**src/rtl/norm_share_sched.sv**
```systemverilog
// norm_share_sched: one post-add normalizer shared round-robin between NUM_REQ
// vector ALU lanes. The granted operand is captured, then normalized either
// iteratively (one left shift per SHIFT cycle) or, when NORM_SHARE_LZC_FAST_EN
// is defined, in a single EVAL cycle using a leading-zero count. Results leave
// on a valid/ready port tagged with the lane id.
//
// Optional build macro: NORM_SHARE_LZC_FAST_EN (single-cycle normalization).
module norm_share_sched #(
  parameter int NUM_REQ = 4,
  parameter int SIG_W   = 24,
  parameter int EXP_W   = 8,
  parameter int ID_W    = 2
) (
  input  logic                     clk,
  input  logic                     rst,
  input  logic [NUM_REQ-1:0]       req_valid,
  output logic [NUM_REQ-1:0]       req_ready,
  input  logic [NUM_REQ*SIG_W-1:0] req_sig,
  input  logic [NUM_REQ*EXP_W-1:0] req_exp,
  input  logic [NUM_REQ-1:0]       req_cout,
  input  logic [NUM_REQ-1:0]       req_neg,
  output logic                     out_valid,
  input  logic                     out_ready,
  output logic [SIG_W-1:0]         out_sig,
  output logic [EXP_W-1:0]         out_exp,
  output logic                     out_sign_flip,
  output logic                     out_zero,
  output logic [ID_W-1:0]          out_id,
  output logic                     busy
);

`ifdef NORM_SHARE_LZC_FAST_EN
  typedef enum logic [1:0] {
    S_IDLE = 2'd0,
    S_EVAL = 2'd1,
    S_DONE = 2'd3
  } state_t;

  localparam int LZC_W = $clog2(SIG_W + 1);

  // Leading-zero count of a significand; SIG_W for an all-zero input.
  function automatic logic [LZC_W-1:0] lzc(input logic [SIG_W-1:0] v);
    logic [LZC_W-1:0] cnt;
    logic             seen;
    cnt  = '0;
    seen = 1'b0;
    for (int i = SIG_W - 1; i >= 0; i--) begin
      if (!seen && !v[i]) begin
        cnt = cnt + LZC_W'(1);
      end else begin
        seen = 1'b1;
      end
    end
    return cnt;
  endfunction
`else
  typedef enum logic [1:0] {
    S_IDLE  = 2'd0,
    S_EVAL  = 2'd1,
    S_SHIFT = 2'd2,
    S_DONE  = 2'd3
  } state_t;
`endif

  state_t            state_q, state_d;
  logic [ID_W-1:0]   rr_ptr_q, rr_ptr_d;
  logic [SIG_W-1:0]  sig_q, sig_d;
  logic [EXP_W-1:0]  exp_q, exp_d;
  logic              cout_q, cout_d;
  logic              neg_q, neg_d;
  logic [ID_W-1:0]   id_q, id_d;

  logic              out_valid_q, out_valid_d;
  logic [SIG_W-1:0]  out_sig_q, out_sig_d;
  logic [EXP_W-1:0]  out_exp_q, out_exp_d;
  logic              out_flip_q, out_flip_d;
  logic              out_zero_q, out_zero_d;
  logic [ID_W-1:0]   out_id_q, out_id_d;

  logic              grant_found_s;
  logic [ID_W-1:0]   grant_s;
  logic [ID_W:0]     idx_w_s;
  logic [ID_W-1:0]   idx_s;
  logic [ID_W:0]     ptr_inc_s;

  logic [SIG_W-1:0]  res_sig_s;
  logic [EXP_W-1:0]  res_exp_s;
  logic              res_flip_s;
  logic              res_zero_s;
  logic              finish_s;
`ifdef NORM_SHARE_LZC_FAST_EN
  logic [LZC_W-1:0]  lz_s;
  logic [EXP_W-1:0]  lim_s;
  logic [31:0]       shamt_s;
`endif

  // Round-robin search: first valid lane at or after rr_ptr, wrapping.
  always_comb begin
    grant_found_s = 1'b0;
    grant_s       = '0;
    idx_w_s       = '0;
    idx_s         = '0;
    for (int k = 0; k < NUM_REQ; k++) begin
      idx_w_s = {1'b0, rr_ptr_q} + (ID_W+1)'(k);
      if (idx_w_s >= (ID_W+1)'(NUM_REQ)) begin
        idx_w_s = idx_w_s - (ID_W+1)'(NUM_REQ);
      end else begin
        idx_w_s = idx_w_s;
      end
      idx_s = idx_w_s[ID_W-1:0];
      if (!grant_found_s && req_valid[idx_s]) begin
        grant_found_s = 1'b1;
        grant_s       = idx_s;
      end else begin
        grant_found_s = grant_found_s;
      end
    end
  end

  // Pointer advances to the lane after the one just granted.
  always_comb begin
    ptr_inc_s = {1'b0, grant_s} + (ID_W+1)'(1);
    if (ptr_inc_s >= (ID_W+1)'(NUM_REQ)) begin
      ptr_inc_s = ptr_inc_s - (ID_W+1)'(NUM_REQ);
    end else begin
      ptr_inc_s = ptr_inc_s;
    end
  end

  // Accept is offered only in IDLE and is forced low while reset is applied.
  always_comb begin
    req_ready = '0;
    if ((state_q == S_IDLE) && !rst && grant_found_s) begin
      req_ready[grant_s] = 1'b1;
    end else begin
      req_ready = '0;
    end
  end

  // Next-state, operand capture and result evaluation.
  always_comb begin
    state_d     = state_q;
    rr_ptr_d    = rr_ptr_q;
    sig_d       = sig_q;
    exp_d       = exp_q;
    cout_d      = cout_q;
    neg_d       = neg_q;
    id_d        = id_q;
    out_valid_d = out_valid_q;
    out_sig_d   = out_sig_q;
    out_exp_d   = out_exp_q;
    out_flip_d  = out_flip_q;
    out_zero_d  = out_zero_q;
    out_id_d    = out_id_q;
    res_sig_s   = sig_q;
    res_exp_s   = exp_q;
    res_flip_s  = 1'b0;
    res_zero_s  = 1'b0;
    finish_s    = 1'b0;
`ifdef NORM_SHARE_LZC_FAST_EN
    lz_s        = lzc(sig_q);
    lim_s       = exp_q - EXP_W'(1);
    shamt_s     = '0;
`endif
    case (state_q)
      S_IDLE: begin
        if (grant_found_s) begin
          sig_d    = req_sig[int'(grant_s)*SIG_W +: SIG_W];
          exp_d    = req_exp[int'(grant_s)*EXP_W +: EXP_W];
          cout_d   = req_cout[grant_s];
          neg_d    = req_neg[grant_s];
          id_d     = grant_s;
          rr_ptr_d = ptr_inc_s[ID_W-1:0];
          state_d  = S_EVAL;
        end else begin
          state_d = S_IDLE;
        end
      end
      S_EVAL: begin
        case ({neg_q, cout_q})
          2'b01: begin
            // Carry out of an addition: one right shift; exponent may wrap.
            res_sig_s = {1'b1, sig_q[SIG_W-1:1]};
            res_exp_s = exp_q + EXP_W'(1);
            finish_s  = 1'b1;
          end
          2'b00: begin
            finish_s = 1'b1;
          end
          2'b10: begin
            // Subtraction borrowed: magnitude is the two's complement.
            res_sig_s  = ~sig_q + SIG_W'(1);
            res_flip_s = 1'b1;
            finish_s   = 1'b1;
          end
          2'b11: begin
            if (sig_q == '0) begin
              res_sig_s  = '0;
              res_exp_s  = '0;
              res_zero_s = 1'b1;
              finish_s   = 1'b1;
            end else if (sig_q[SIG_W-1]) begin
              finish_s = 1'b1;
            end else if (exp_q <= EXP_W'(1)) begin
              // Already at the underflow clamp: no shifting allowed.
              finish_s = 1'b1;
            end else begin
`ifdef NORM_SHARE_LZC_FAST_EN
              if (32'(lz_s) < 32'(lim_s)) begin
                shamt_s = 32'(lz_s);
              end else begin
                shamt_s = 32'(lim_s);
              end
              res_sig_s = sig_q << shamt_s;
              res_exp_s = exp_q - EXP_W'(shamt_s);
              finish_s  = 1'b1;
`else
              state_d = S_SHIFT;
`endif
            end
          end
          default: begin
            finish_s = 1'b1;
          end
        endcase
      end
`ifndef NORM_SHARE_LZC_FAST_EN
      S_SHIFT: begin
        res_sig_s = {sig_q[SIG_W-2:0], 1'b0};
        res_exp_s = exp_q - EXP_W'(1);
        sig_d     = res_sig_s;
        exp_d     = res_exp_s;
        if (res_sig_s[SIG_W-1] || (res_exp_s == EXP_W'(1))) begin
          finish_s = 1'b1;
        end else begin
          state_d = S_SHIFT;
        end
      end
`endif
      S_DONE: begin
        if (out_ready) begin
          out_valid_d = 1'b0;
          state_d     = S_IDLE;
        end else begin
          state_d = S_DONE;
        end
      end
      default: begin
        state_d = S_IDLE;
      end
    endcase
    if (finish_s) begin
      state_d     = S_DONE;
      out_valid_d = 1'b1;
      out_sig_d   = res_sig_s;
      out_exp_d   = res_exp_s;
      out_flip_d  = res_flip_s;
      out_zero_d  = res_zero_s;
      out_id_d    = id_q;
    end else begin
      out_valid_d = out_valid_d;
    end
  end

  // State, working operand and output registers.
  always_ff @(posedge clk or posedge rst) begin
    if (rst) begin
      state_q     <= S_IDLE;
      rr_ptr_q    <= '0;
      sig_q       <= '0;
      exp_q       <= '0;
      cout_q      <= 1'b0;
      neg_q       <= 1'b0;
      id_q        <= '0;
      out_valid_q <= 1'b0;
      out_sig_q   <= '0;
      out_exp_q   <= '0;
      out_flip_q  <= 1'b0;
      out_zero_q  <= 1'b0;
      out_id_q    <= '0;
    end else begin
      state_q     <= state_d;
      rr_ptr_q    <= rr_ptr_d;
      sig_q       <= sig_d;
      exp_q       <= exp_d;
      cout_q      <= cout_d;
      neg_q       <= neg_d;
      id_q        <= id_d;
      out_valid_q <= out_valid_d;
      out_sig_q   <= out_sig_d;
      out_exp_q   <= out_exp_d;
      out_flip_q  <= out_flip_d;
      out_zero_q  <= out_zero_d;
      out_id_q    <= out_id_d;
    end
  end

  assign out_valid     = out_valid_q;
  assign out_sig       = out_sig_q;
  assign out_exp       = out_exp_q;
  assign out_sign_flip = out_flip_q;
  assign out_zero      = out_zero_q;
  assign out_id        = out_id_q;
  assign busy          = (state_q != S_IDLE);

endmodule

```
**config.mk**
```make
export PLATFORM = sky130hd
export DESIGN_NAME = norm_share_sched
export DESIGN_NICKNAME = d
export VERILOG_FILES = /design/src/rtl/norm_share_sched.sv
export SDC_FILE = /design/constraint.sdc
export NUM_CORES = 1
export LEC_CHECK = 0
export CORE_MARGIN = 2
export CORE_UTILIZATION = 45
export CTS_CLUSTER_DIAMETER = 150
export DETAILED_ROUTE_END_ITERATION = 10
export PLACE_DENSITY_LB_ADDON = 0.3
export SLEW_MARGIN = 20
export SYNTH_ARGS = -nofsm -noshare
export SYNTH_HDL_FRONTEND = slang
export SYNTH_SLANG_ARGS = --single-unit
```
**constraint.sdc**
```tcl
create_clock -name clk -period 6.9 [get_ports clk]
set_clock_uncertainty 0.1 [all_clocks]
set_input_delay 0.69 -clock clk [delete_from_list [all_inputs] [get_ports clk]]
set_output_delay 0.69 -clock clk [all_outputs]
set_load 0.05 [all_outputs]
```
=== Word level (Yosys, flattened, before mapping) ===
Cells that the tools add are included.

* Input bits: 143
* Output and inout port bits: 42
* Word-level logic and storage cells: 138
* Register bits: 77

* Reductions and logical operators: 23
* Equality and inequality tests: 13
* Order comparisons: 12
* $add $sub $neg: 12
* Bitwise logic cells: 1
* Multiply operators: 1
* Shift operators: 2
* Muxes and demuxes: 61

{| class="wikitable"
|+ Operators with widths
! operator !! number
|-
| 24-bit one-hot mux with 2 select lines || 2
|-
| 96-bit by 8-bit indexed part select with 24-bit output || 1
|-
| 24-bit one-hot mux with 3 select lines || 1
|-
| 24-bit 2-to-1 mux || 2
|-
| 8-bit one-hot mux with 2 select lines || 3
|-
| 2-bit 2-to-1 mux || 16
|-
| 32-bit by 6-bit indexed part select with 8-bit output || 1
|-
| 24-bit by 1-bit adder with 24-bit output, second input constant || 1
|-
| 24-bit zero test || 1
|-
| 1-bit 2-to-1 mux || 24
|-
| 24-bit inverter || 1
|-
| 8-bit 2-to-1 mux || 2
|-
| 2-bit by 3-bit less-than comparator with 1-bit output, second input constant || 5
|-
| 3-bit inequality test, second input constant || 5
|-
| 1-bit binary-select mux with 2-bit select || 6
|-
| 3-bit >= comparator, second input constant || 4
|-
| 2-bit by 1-bit subtractor with 2-bit output, second input constant || 5
|-
| 8-bit by 1-bit adder with 8-bit output, second input constant || 1
|-
| 2-bit == test, second input constant || 4
|-
| 8-bit by 1-bit == test with 1-bit output, second input constant || 1
|-
| 8-bit by 1-bit less-or-equal comparator with 1-bit output, second input constant || 1
|-
| 2-bit one-hot mux with 4 select lines || 1
|-
| 2-bit nonzero test || 4
|-
| 8-bit by 1-bit subtractor with 8-bit output, second input constant || 1
|-
| other kinds (17) || 32
|}

=== Longest topological paths before layout ===
Gate-level depths: netlist of the first run.

* Depth after elaboration: 19
* Mapped depth: 9
* Mapped depth without buffers: 8

=== Worst setup path after synthesis of the first run ===
OpenSTA, ideal clock, no wires.

* Path kind: in2out
* Start point: input port req_valid[0]
* End point: output port req_ready[1]
* Arrival time: 2339 ps
* Stages on the path: 9
* Buffers on the path: 3
* Path slack: 3771 ps
* Required time: 6110 ps
* Cell sequence: and2_4 -> and2_0 -> or3_1 -> buf_4 -> clkinv_4 -> buf_6 -> buf_4 -> ha_1 -> and2_1

* Cells in the longest elaborated chain, start to end: 17
* Elaborated cells between the ends (all ways): 29

{| class="wikitable"
|+ RTL lines
! element !! RTL line !! text
|-
| from (decl) || 16 || <nowiki>input logic [NUM_REQ-1:0] req_valid,</nowiki>
|-
| 1-bit binary-select mux with 2-bit select || 111 || <nowiki>if (!grant_found_s && req_valid[idx_s]) begin</nowiki>
|-
| 1-bit 2-to-1 mux (implied by the code) || 111 ||
|-
| 1-bit 2-to-1 mux || 111 ||
|-
| 1-bit zero test || 111 ||
|-
| 1-bit logical AND || 111 ||
|-
| 1-bit 2-to-1 mux || 111 ||
|-
| 1-bit zero test || 111 ||
|-
| 1-bit logical AND || 111 ||
|-
| (+2 left out) || - ||
|-
| 1-bit logical AND || 111 ||
|-
| 2-bit 2-to-1 mux (*) || 111 ||
|-
| via grant_s[0] || 81 || <nowiki>logic [ID_W-1:0] grant_s;</nowiki>
|-
| 2-bit by 3-bit less-than comparator with 1-bit output (implied by the code) or 2-bit by 1-bit >= comparator with 1-bit output (tied branches) || 134 || <nowiki>req_ready[grant_s] = 1'b1;</nowiki>
|-
| 1-bit logical AND (implied by the code) || 134 ||
|-
| 1-bit 2-to-1 mux (implied by the code) || 134 ||
|-
| 1-bit demux with 2-bit select (*) || 134 ||
|-
| 4-bit 2-to-1 mux (*) || 133 || <nowiki>if ((state_q == S_IDLE) && !rst && grant_found_s) begin</nowiki>
|-
| to (decl) || 17 || <nowiki>output logic [NUM_REQ-1:0] req_ready,</nowiki>
|}

Mark *: on every way through the listed nets, which the timed path passes. The rest lies on a longest branch. The select of a mux whose other input is x is not followed.

=== Worst setup path in the final report of the first run ===
* Start point: input port req_valid[0]
* End point: output port req_ready[2]

* Cells in the longest elaborated chain, start to end: 17
* Elaborated cells between the ends (all ways): 29

{| class="wikitable"
|+ RTL lines
! element !! RTL line
|-
| 1-bit binary-select mux with 2-bit select || 111
|-
| 1-bit 2-to-1 mux (implied by the code) || 111
|-
| 1-bit 2-to-1 mux || 111
|-
| 1-bit zero test || 111
|-
| 1-bit logical AND || 111
|-
| 1-bit 2-to-1 mux || 111
|-
| 1-bit zero test || 111
|-
| 1-bit logical AND || 111
|-
| 1-bit 2-to-1 mux || 111
|-
| 1-bit zero test || 111
|-
| 1-bit logical AND || 111
|-
| 2-bit 2-to-1 mux || 111
|-
| 2-bit by 3-bit less-than comparator with 1-bit output (implied by the code) or 2-bit by 1-bit >= comparator with 1-bit output (tied branches) || 134
|-
| 1-bit logical AND (implied by the code) || 134
|-
| 1-bit 2-to-1 mux (implied by the code) || 134
|-
| 1-bit demux with 2-bit select || 134
|-
| 4-bit 2-to-1 mux (*) || 133
|}

Every way passes the cells marked *; elsewhere a longest branch is shown, timed or not. The select of a mux whose other input is x is not followed.

==> results.ini, run 1 <==
[synthesis]
synth_compound_area_frac=0.289
yosys.area_share.xor_xnor=0.0229
synthSimpleGateAreaFrac=0.208
async_flop_share=1.00
synth_nets=963
synth_top_family_by_area=compound AO/OA/AOI/OAI gates
synthAdderAreaFrac=0.0268
synthMuxAreaShare=0.0841
synth_largest_area_cell=dfrtp_1
synth-edff-count=0
yosysSeqAreaShare=0.294
synth_area_mm2=0.00655
ys_ff_latch=77
syn_inst=806
ys_types=81
synth_top_area_share=0.294
synth_flop_cell=dfrtp_1
synth_area_per_cell_um2=8.12
synthTopCellsByArea=dfrtp_1, nand2_1, mux2i_1, a31oi_1, nor2_1
yosys_warnings=0

[final_layout]
syn_to_final_growth_pct=31.6
final_area_mm2=0.00862
num-nets-final=1088
diodes=0
fin_cells=1120
drive_gt1_frac=0.0716
post-route-util=0.600

[grt]
grt_pass1_vias=6413
grt_pass1_wl_um=32500
grt_use_total=0.257
overflow=0
antenna_found_initial=0
grt_max_degree=78

[clocking]
tritoncts=built
clock_latency_ns=0.35
path_clk_slew_ns=0.06
cts_sinks=77
cts_root_buf=clkbuf_16
cts_made_buffers=9
htree_levels=3
cts_resized=0
postCtsSetupRepairBufs=0
holdBufCountCts=0
cts_buffer_depth=2

[placement]
placed_cell_area_mm2=0.00830
gp_congestion=0.863
place_ws_ns=2.48
hpwl_um=14200
dpl.cell_count=1103
portBuffers=184

[timing]
fin_ws_ns=2.47
post-route-period-util=0.642
setup_viol=0
slew_violations=0
holdWs_ns=0.375
worstMarginPinSlew_ns=0.942
layout_min_cycle_time_ns=4.43
hold_viol_final=0
max_freq_ghz=0.226
tns_ns=0
maxSlewHeadroom=0.372
rsz0062_at_grt=false

[power]
switching_share=0.517
p_leak_nw=3.33
power.density_mw_per_mm2=485
power_mw=4.18
combPwrFrac=0.648
peakVddDrop_v=0.000351
seqPwrFrac=0.238
p_clk_frac=0.114
switchingPower_mw=2.16
intPower_mw=2.02

[floorplanning]
die_h_um=125
die_w_um=125
initial_core_util=0.456
ios=185
num_rows=44
core-area_mm2=0.0144
die-area_mm2=0.0155

[setup_path]
path_max_fanout=29
crit_required_ns=6.11
critical_path.cell_chain=clkdlybuf4s50_1 > nor2b_1 > o21bai_2 > nand2_4 > inv_2 > ha_1 > and2_1 > clkdlybuf4s50_1
cp.arrival_ns=3.64
cp-end-kind=primary output
cpPeakStageDelay_ns=0.81
critical_path.startpoint_type=input pin
crit_type=input pin to primary output
critPathTopFamily=buffers and inverters
cpMostUsedCell=clkdlybuf4s50_1
cp_num_buf_inv=3
crit_slowest_cell=clkdlybuf4s50_1

[worst_hold_path]
worstHoldPathType=register to register

[route]
drc=0
via_per_inst=5.90
avgRoutedWirePerCell_um=17.8
antenna_left=0
drt-total-wl_um=20000
vias=6607
first_pass_iters=7
initialDrtViolationCount=503

[outcome]
status=complete, no violations

[run]
max_cap_viol_count=0

==> flip-flops by register name, indices dropped and copies added (netlist names) <==
signal,flops
out_sig,24
sig_q,24
rr_ptr_q,2
neg_q,1
cout_q,1
out_sign_flip,1
state_q,2
out_zero,1
out_valid,1
exp_q,8
out_id,2
out_exp,8
id_q,2
==> cells in the mapped netlist (all sizes together) (3+ instances only) <==
master	number
nand3	23
o221ai	7
a211oi	27
a21boi	25
nand2	127
a22o	3
o22ai	3
xor2	4
a311oi	3
nand2b	8
nor4	7
nor3	13
a221o	4
nand4	4
a311o	23
and4	4
mux2	13
a21o	3
or3	4
o22a	4
buf	37
xnor2	11
dfrtp	77
a41oi	4
nor2	64
a21oi	32
and2	10
mux2i	40
o211ai	3
o21ai	47
inv	17
nor2b	11
clkbuf	45
o21a	5
a31oi	45
ha	14
nor3b	5
and3	4
o31ai	3
==> placed cells by master, fill, tap and decap left out, drive strengths merged, types with 4 or more instances in the layout <==
master,Yosys,final
a211oi,27,27
ha,14,14
a41oi,4,4
nand3,23,23
nor3b,5,5
o22a,4,4
a21oi,32,32
nand2b,8,8
a311o,23,23
dfrtp,77,77
nor2b,11,11
inv,17,17
xnor2,11,11
nand4,4,4
a31oi,45,45
nor2,64,64
o21ai,47,47
o21a,5,5
o221ai,7,7
xor2,4,4
mux2i,40,40
and3,4,4
nand2,127,127
buf,37,12
or3,4,4
a221o,4,4
nor4,7,7
and2,10,10
a21boi,25,25
mux2,13,13
clkdlybuf4s50,0,184
clkbuf,45,12
and4,4,4
nor3,13,13
==> path summary, 6_finish.rpt <==
path                            slack (ns)          from            to  cells past startpoint
worst max-delay path                  2.47  req_valid[0]  req_ready[2]                      8
worst min-delay path                  0.37   out_sig[14]   out_sig[14]                      2
worst max register to register        3.35      sig_q[0]    out_exp[3]                      9
worst min register to register        0.37   out_sig[14]   out_sig[14]                      2
max in group asynchronous             5.47           rst     sig_q[11]                      4
min in group asynchronous             0.64           rst   rr_ptr_q[1]                      3
==> tightest hold or removal path, cell delays in order, from the launching register on <==
cell and delay [ns]:
dfrtp_1 0.34, nand2_1 0.04, o21ai_0 0.06
==> layout make-up <==
type	count	area [µm²]
fill	1319	5750
multi-input combinational	629	4140
timing repair buffer	196	1950
sequential	77	1930
clock buffer	12	246
tap	184	230
inverter	18	72.6
clock inverter	4	47.5
==> cells by family after synthesis <==
| logic type | Yosys count |
|---|---|
| fa+ha+maj | 14 |
| compound gates | 260 |
| buf+inv | 100 |
| xor+xnor | 15 |
| mux | 53 |
| flops | 77 |
| simple gates | 287 |
==> power by group through the flow <==
stage | registers (mW) | clock network (mW) | logic [mW]
5_1_grt | 1.03 | 0.505 | 2.98
4_1_cts | 0.986 | 0.483 | 2.71
3_3_place_gp | 0.983 | 0 | 2.67
6_report | 0.994 | 0.476 | 2.71
3_5_place_dp | 0.993 | 0 | 2.70
2_1_floorplan | 1.14 | 0 | 1.88
==> routing by layer <==
| metal | up-vias | part of all wire | GRT usage |
|---|---|---|---|
| met5 | - | 0 | 0 |
| met4 | 0 | 0.031 | 0.102 |
| met3 | 37 | 0.058 | 0.0451 |
| met2 | 235 | 0.50 | 0.444 |
| met1 | 3143 | 0.41 | 0.318 |
| li1 | 3192 | - | - |
(Power assumes the default switching activity.)
==> run 2, diff against run 1 <==
- clock period: 6.9 -> 4.4 ns (I/O delays scaled with it)
==> run 2 against run 1 <==
  * Via count up 1.8%
  * Power up 57%
  * Final cell count up 0.45%
==> results.ini, run 2 (synthesized netlist as in run 1, its figures left out) <==
[outcome]
status=complete, no violations

[timing]
tns_ns=0
hold_viol_final=0
layout_min_cycle_time_ns=3.46
setup_viol=0
worstMarginPinSlew_ns=0.831
post-route-period-util=0.787
maxSlewHeadroom=0.441
slew_violations=0
rsz0062_at_grt=false
max_freq_ghz=0.289

[placement]
gp_congestion=0.862
hpwl_um=14700
placed_cell_area_mm2=0.00837
portBuffers=184

[route]
antenna_left=0
vias=6727
drt-total-wl_um=20500
via_per_inst=5.98
initialDrtViolationCount=480
first_pass_iters=5
drc=0
avgRoutedWirePerCell_um=18.2

[final_layout]
syn_to_final_growth_pct=31.8
num-nets-final=1094
final_area_mm2=0.00863
final_cell_mix=clkdlybuf4s50_1, nand2_1, dfrtp_1
drive_gt1_frac=0.0776
diodes=0
final_common_cell=clkdlybuf4s50_1

[setup_path]
cp.arrival_ns=2.92
r2r_setup_slack_ns=1.27
path_max_fanout=29
cpPeakStageDelay_ns=0.80
reg2reg_from=exp_q[0]
endpoint=req_ready[1]
cp_num_buf_inv=3
cp-startpoint=req_valid[0]
critPathTopFamily=buffers and inverters
crit_required_ns=3.86
cp-end-kind=primary output
crit_type=input pin to primary output
crit_cells=8
rr_worst_depth=9
timing.rr.end=out_sig[20]
crit_slowest_cell=clkdlybuf4s50_1
cpMostUsedCell=clkdlybuf4s50_1
critical_path.startpoint_type=input pin
critical_path.cell_chain=clkdlybuf4s50_1 > nor2b_1 > o21bai_2 > buf_4 > nand2_4 > ha_1 > and2_1 > clkdlybuf4s50_1

[clocking]
clock_latency_ns=0.34
tritoncts=built
cts_buffer_depth=2
cts_made_buffers=9
postCtsSetupRepairBufs=0
holdBufCountCts=0
path_clk_slew_ns=0.06
htree_levels=3
cts_resized=0
cts_sinks=77
cts_root_buf=clkbuf_16

[grt]
antenna_found_initial=0
grt_use_total=0.259
grt_pass1_wl_um=33100
grt_pass1_vias=6425
overflow=0
grt_max_degree=59

[floorplanning]
num_rows=44
die-area_mm2=0.0155
core-area_mm2=0.0144
initial_core_util=0.456
die_w_um=125
die_h_um=125
ios=185

[power]
peakVddDrop_v=0.000592
p_leak_nw=3.34
power.density_mw_per_mm2=761

[run]
max_cap_viol_count=0

[worst_hold_path]
worstHoldPathType=register to register

==> run 2: cell count changes in the layout (fill, tap and decap cells not counted) <==
cell,delta
buf_4,+7
buf_12,+2
clkdlybuf4s50_1,-2
buf_16,-1
bufinv_16,-1
clkbuf_1,+1
clkinvlp_4,-1
==> run 2: where the power goes <==
part | switching, mW | internal, mW | leakage, nW
clock network | 0.283 | 0.393 | 0.129
logic | 2.65 | 1.68 | 2.30
registers | 0.493 | 1.07 | 0.910
total | 3.42 | 3.14 | 3.34
==> run 2: worst register-to-register path, cell delays in order, from the launching register on <==
cell      delay (ns)
dfrtp_1         0.54
inv_1           0.12
ha_1            0.29
or2_2           0.29
a311oi_1        0.26
o21a_1          0.22
o22a_1          0.58
buf_4           0.35
a21oi_1         0.07
a22o_1          0.21
==> run 2: cell type report <==
| cell class | count | area [µm²] |
|---|---|---|
| flip-flops and latches | 77 | 1930 |
| repair buffers | 202 | 2000 |
| well taps | 184 | 230 |
| fillers | 1315 | 5740 |
| multi-input cells | 629 | 4140 |
| clock inverters | 2 | 10.0 |
| inverters | 18 | 72.6 |
| clock buffers | 13 | 250 |
==> run 2: metrics by stage <==
step	util	instances	hold slack (ns)	power, mW	setup slack, ns
detailed placement	0.583	1110	0.358	5.85	0.909
finish	0.601	1125	0.369	6.57	0.939
CTS	0.601	1125	0.372	6.56	0.939
floorplan	-	806	0.339	4.73	1.77
global placement	0.583	1110	0.350	5.76	0.984
global route	0.601	1125	0.385	7.03	0.809
==> run 2: worst min-delay path by stage <==
stage / cells after the start / slack (ns) / to / from
final: 2 / 0.37 / out_id[1] / id_q[1]
after global routing: 2 / 0.39 / out_id[1] / id_q[1]
after CTS: 2 / 0.37 / out_id[0] / id_q[0]
after detailed placement: 2 / 0.36 / out_id[0] / id_q[0]
after global placement: 2 / 0.35 / out_id[0] / id_q[0]
after floorplan: 2 / 0.34 / out_id[0] / id_q[0]
==> run 2: per-layer routing <==
metal / routed length, µm / up-vias / global-route usage
li1: - / 3218 / -
met1: 8660 / 3253 / 0.335
met2: 10300 / 222 / 0.444
met3: 1080 / 34 / 0.0477
met4: 431 / 0 / 0.0720
met5: 0 / - / 0
==> run 3, diff against run 2 <==
- clock period: 4.4 -> 3.6 ns (I/O delays scaled with it)
==> run 3 against run 2 <==
  * First-iteration DRC count decreased by 3.3%
  * Via count fell by 0.94%
  * Final cell count is 0.44% higher
  * Clock power is 41% higher
  * Largest cell class unchanged
  * Register-to-register slack worse by 0.64 ns
  * Non-clock buffer count up 4
  * Utilization rose by 0.79 points
  * Combinational power increased by 23%
  * Worst hold slack worse by 0.072 ns
  * Setup slack got worse by 0.32 ns
  * Clock-buffer cell count is 2 lower
==> results.ini, run 3 (synthesized netlist as in run 1, its figures left out) <==
[outcome]
status=complete, no violations

[setup_path]
crit_type=input pin to primary output
crit_required_ns=3.14
critical_path.startpoint_type=input pin
cp.arrival_ns=2.52
r2r_setup_slack_ns=0.63
rr_worst_depth=9
timing.rr.end=out_sig[18]
endpoint=req_ready[1]
cp-startpoint=req_valid[0]
cp-end-kind=primary output
path_max_fanout=46
reg2reg_from=sig_q[0]

[clocking]
cts_root_buf=clkbuf_16
cts_buffer_depth=2
postCtsSetupRepairBufs=0
htree_levels=3
cts_resized=0
cts_sinks=77
holdBufCountCts=0
tritoncts=built
cts_made_buffers=9
clock_latency_ns=0.34
path_clk_slew_ns=0.06

[timing]
maxSlewHeadroom=0.430
slew_violations=0
hold_viol_final=0
post-route-period-util=0.829
fin_ws_ns=0.615
tns_ns=0
rsz0062_at_grt=false
worstMarginPinSlew_ns=0.848
setup_viol=0
layout_min_cycle_time_ns=2.98
max_freq_ghz=0.335

[route]
vias=6664
antenna_left=0
initialDrtViolationCount=464
via_per_inst=5.90
first_pass_iters=5
drt-total-wl_um=20300
avgRoutedWirePerCell_um=18.0
drc=0

[worst_hold_path]
worstHoldPathType=input pin to asynchronous set/reset pin

[final_layout]
fin_cells=1130
final_cell_mix=clkdlybuf4s50_1, nand2_1, dfrtp_1
num-nets-final=1098
post-route-util=0.609
drive_gt1_frac=0.0877
n_fill_cell=1261
diodes=0
final_common_cell=clkdlybuf4s50_1
syn_to_final_growth_pct=33.6

[grt]
antenna_found_initial=0
grt_max_degree=54
grt_pass1_wl_um=33500
grt_pass1_vias=6414
overflow=0
grt_use_total=0.262

[power]
p_leak_nw=3.40
power.density_mw_per_mm2=935
peakVddDrop_v=0.000515

[run]
max_cap_viol_count=0

[floorplanning]
initial_core_util=0.456
die-area_mm2=0.0155
core-area_mm2=0.0144
die_h_um=125
die_w_um=125
num_rows=44
ios=185

[placement]
hpwl_um=14800
dpl.cell_count=1114
gp_congestion=0.860
place_ws_ns=0.573
portBuffers=184

## run 3: cell count changes in the layout (fill, tap and decap cells not counted), moves of 2 or more
| cell | before | now |
|---|---|---|
| buf_4 | 18 | 21 |
| clkbuf_1 | 3 | 0 |
| clkdlybuf4s50_1 | 182 | 180 |
| buf_12 | 2 | 5 |
| clkinvlp_4 | 0 | 2 |
## run 3: layer usage
layer,track usage,wire [µm]
met5,0,0
met4,0.0939,656
met3,0.0485,1210
met2,0.440,10000
met1,0.336,8420
## run 3: power breakdown
group	internal, mW	switching (mW)	total, mW	leakage, nW
logic	2.11	3.20	5.31	2.34
clock network	0.575	0.376	0.950	0.148
registers	1.30	0.612	1.92	0.910
## run 3: worst max-delay path, cell delays in order
cell and delay [ns]:
clkdlybuf4s50_1 0.46, and2_4 0.20, and2_0 0.14, or3_1 0.49
clkinv_4 0.35, ha_1 0.21, and2_1 0.17, buf_12 0.15
## run 3: stage by stage
stage               power, mW  hold slack, ns  cell area, µm²
floorplan                5.78           0.339            6550
global placement         7.12           0.362            8430
detailed placement       7.21           0.365            8430
CTS                      8.19           0.317            8740
global route             8.79           0.363            8740
finish                   8.18           0.297            8740
## run 3: final cells by class
type	count	area [µm²]	share of cell area
Sequential cell	77	1930	0.220
Timing Repair Buffer	206	2060	0.236
Clock inverter	5	58.8	0.00672
Tap cell	184	230	0.0263
Inverter	18	72.6	0.00830
Multi-Input combinational cell	629	4140	0.474
Clock buffer	11	253	0.0289
## run 3: worst min path at each step
stage | startpoint | slack (ns) | depth (start not counted) | end
2_1_floorplan | id_q[0] | 0.34 | 2 | out_id[0]
3_3_place_gp | id_q[1] | 0.36 | 2 | out_id[1]
6_report | rst | 0.30 | 2 | rr_ptr_q[1]
4_1_cts | rst | 0.32 | 2 | out_id[1]
5_1_grt | rst | 0.36 | 2 | rr_ptr_q[1]
3_5_place_dp | id_q[1] | 0.36 | 2 | out_id[1]
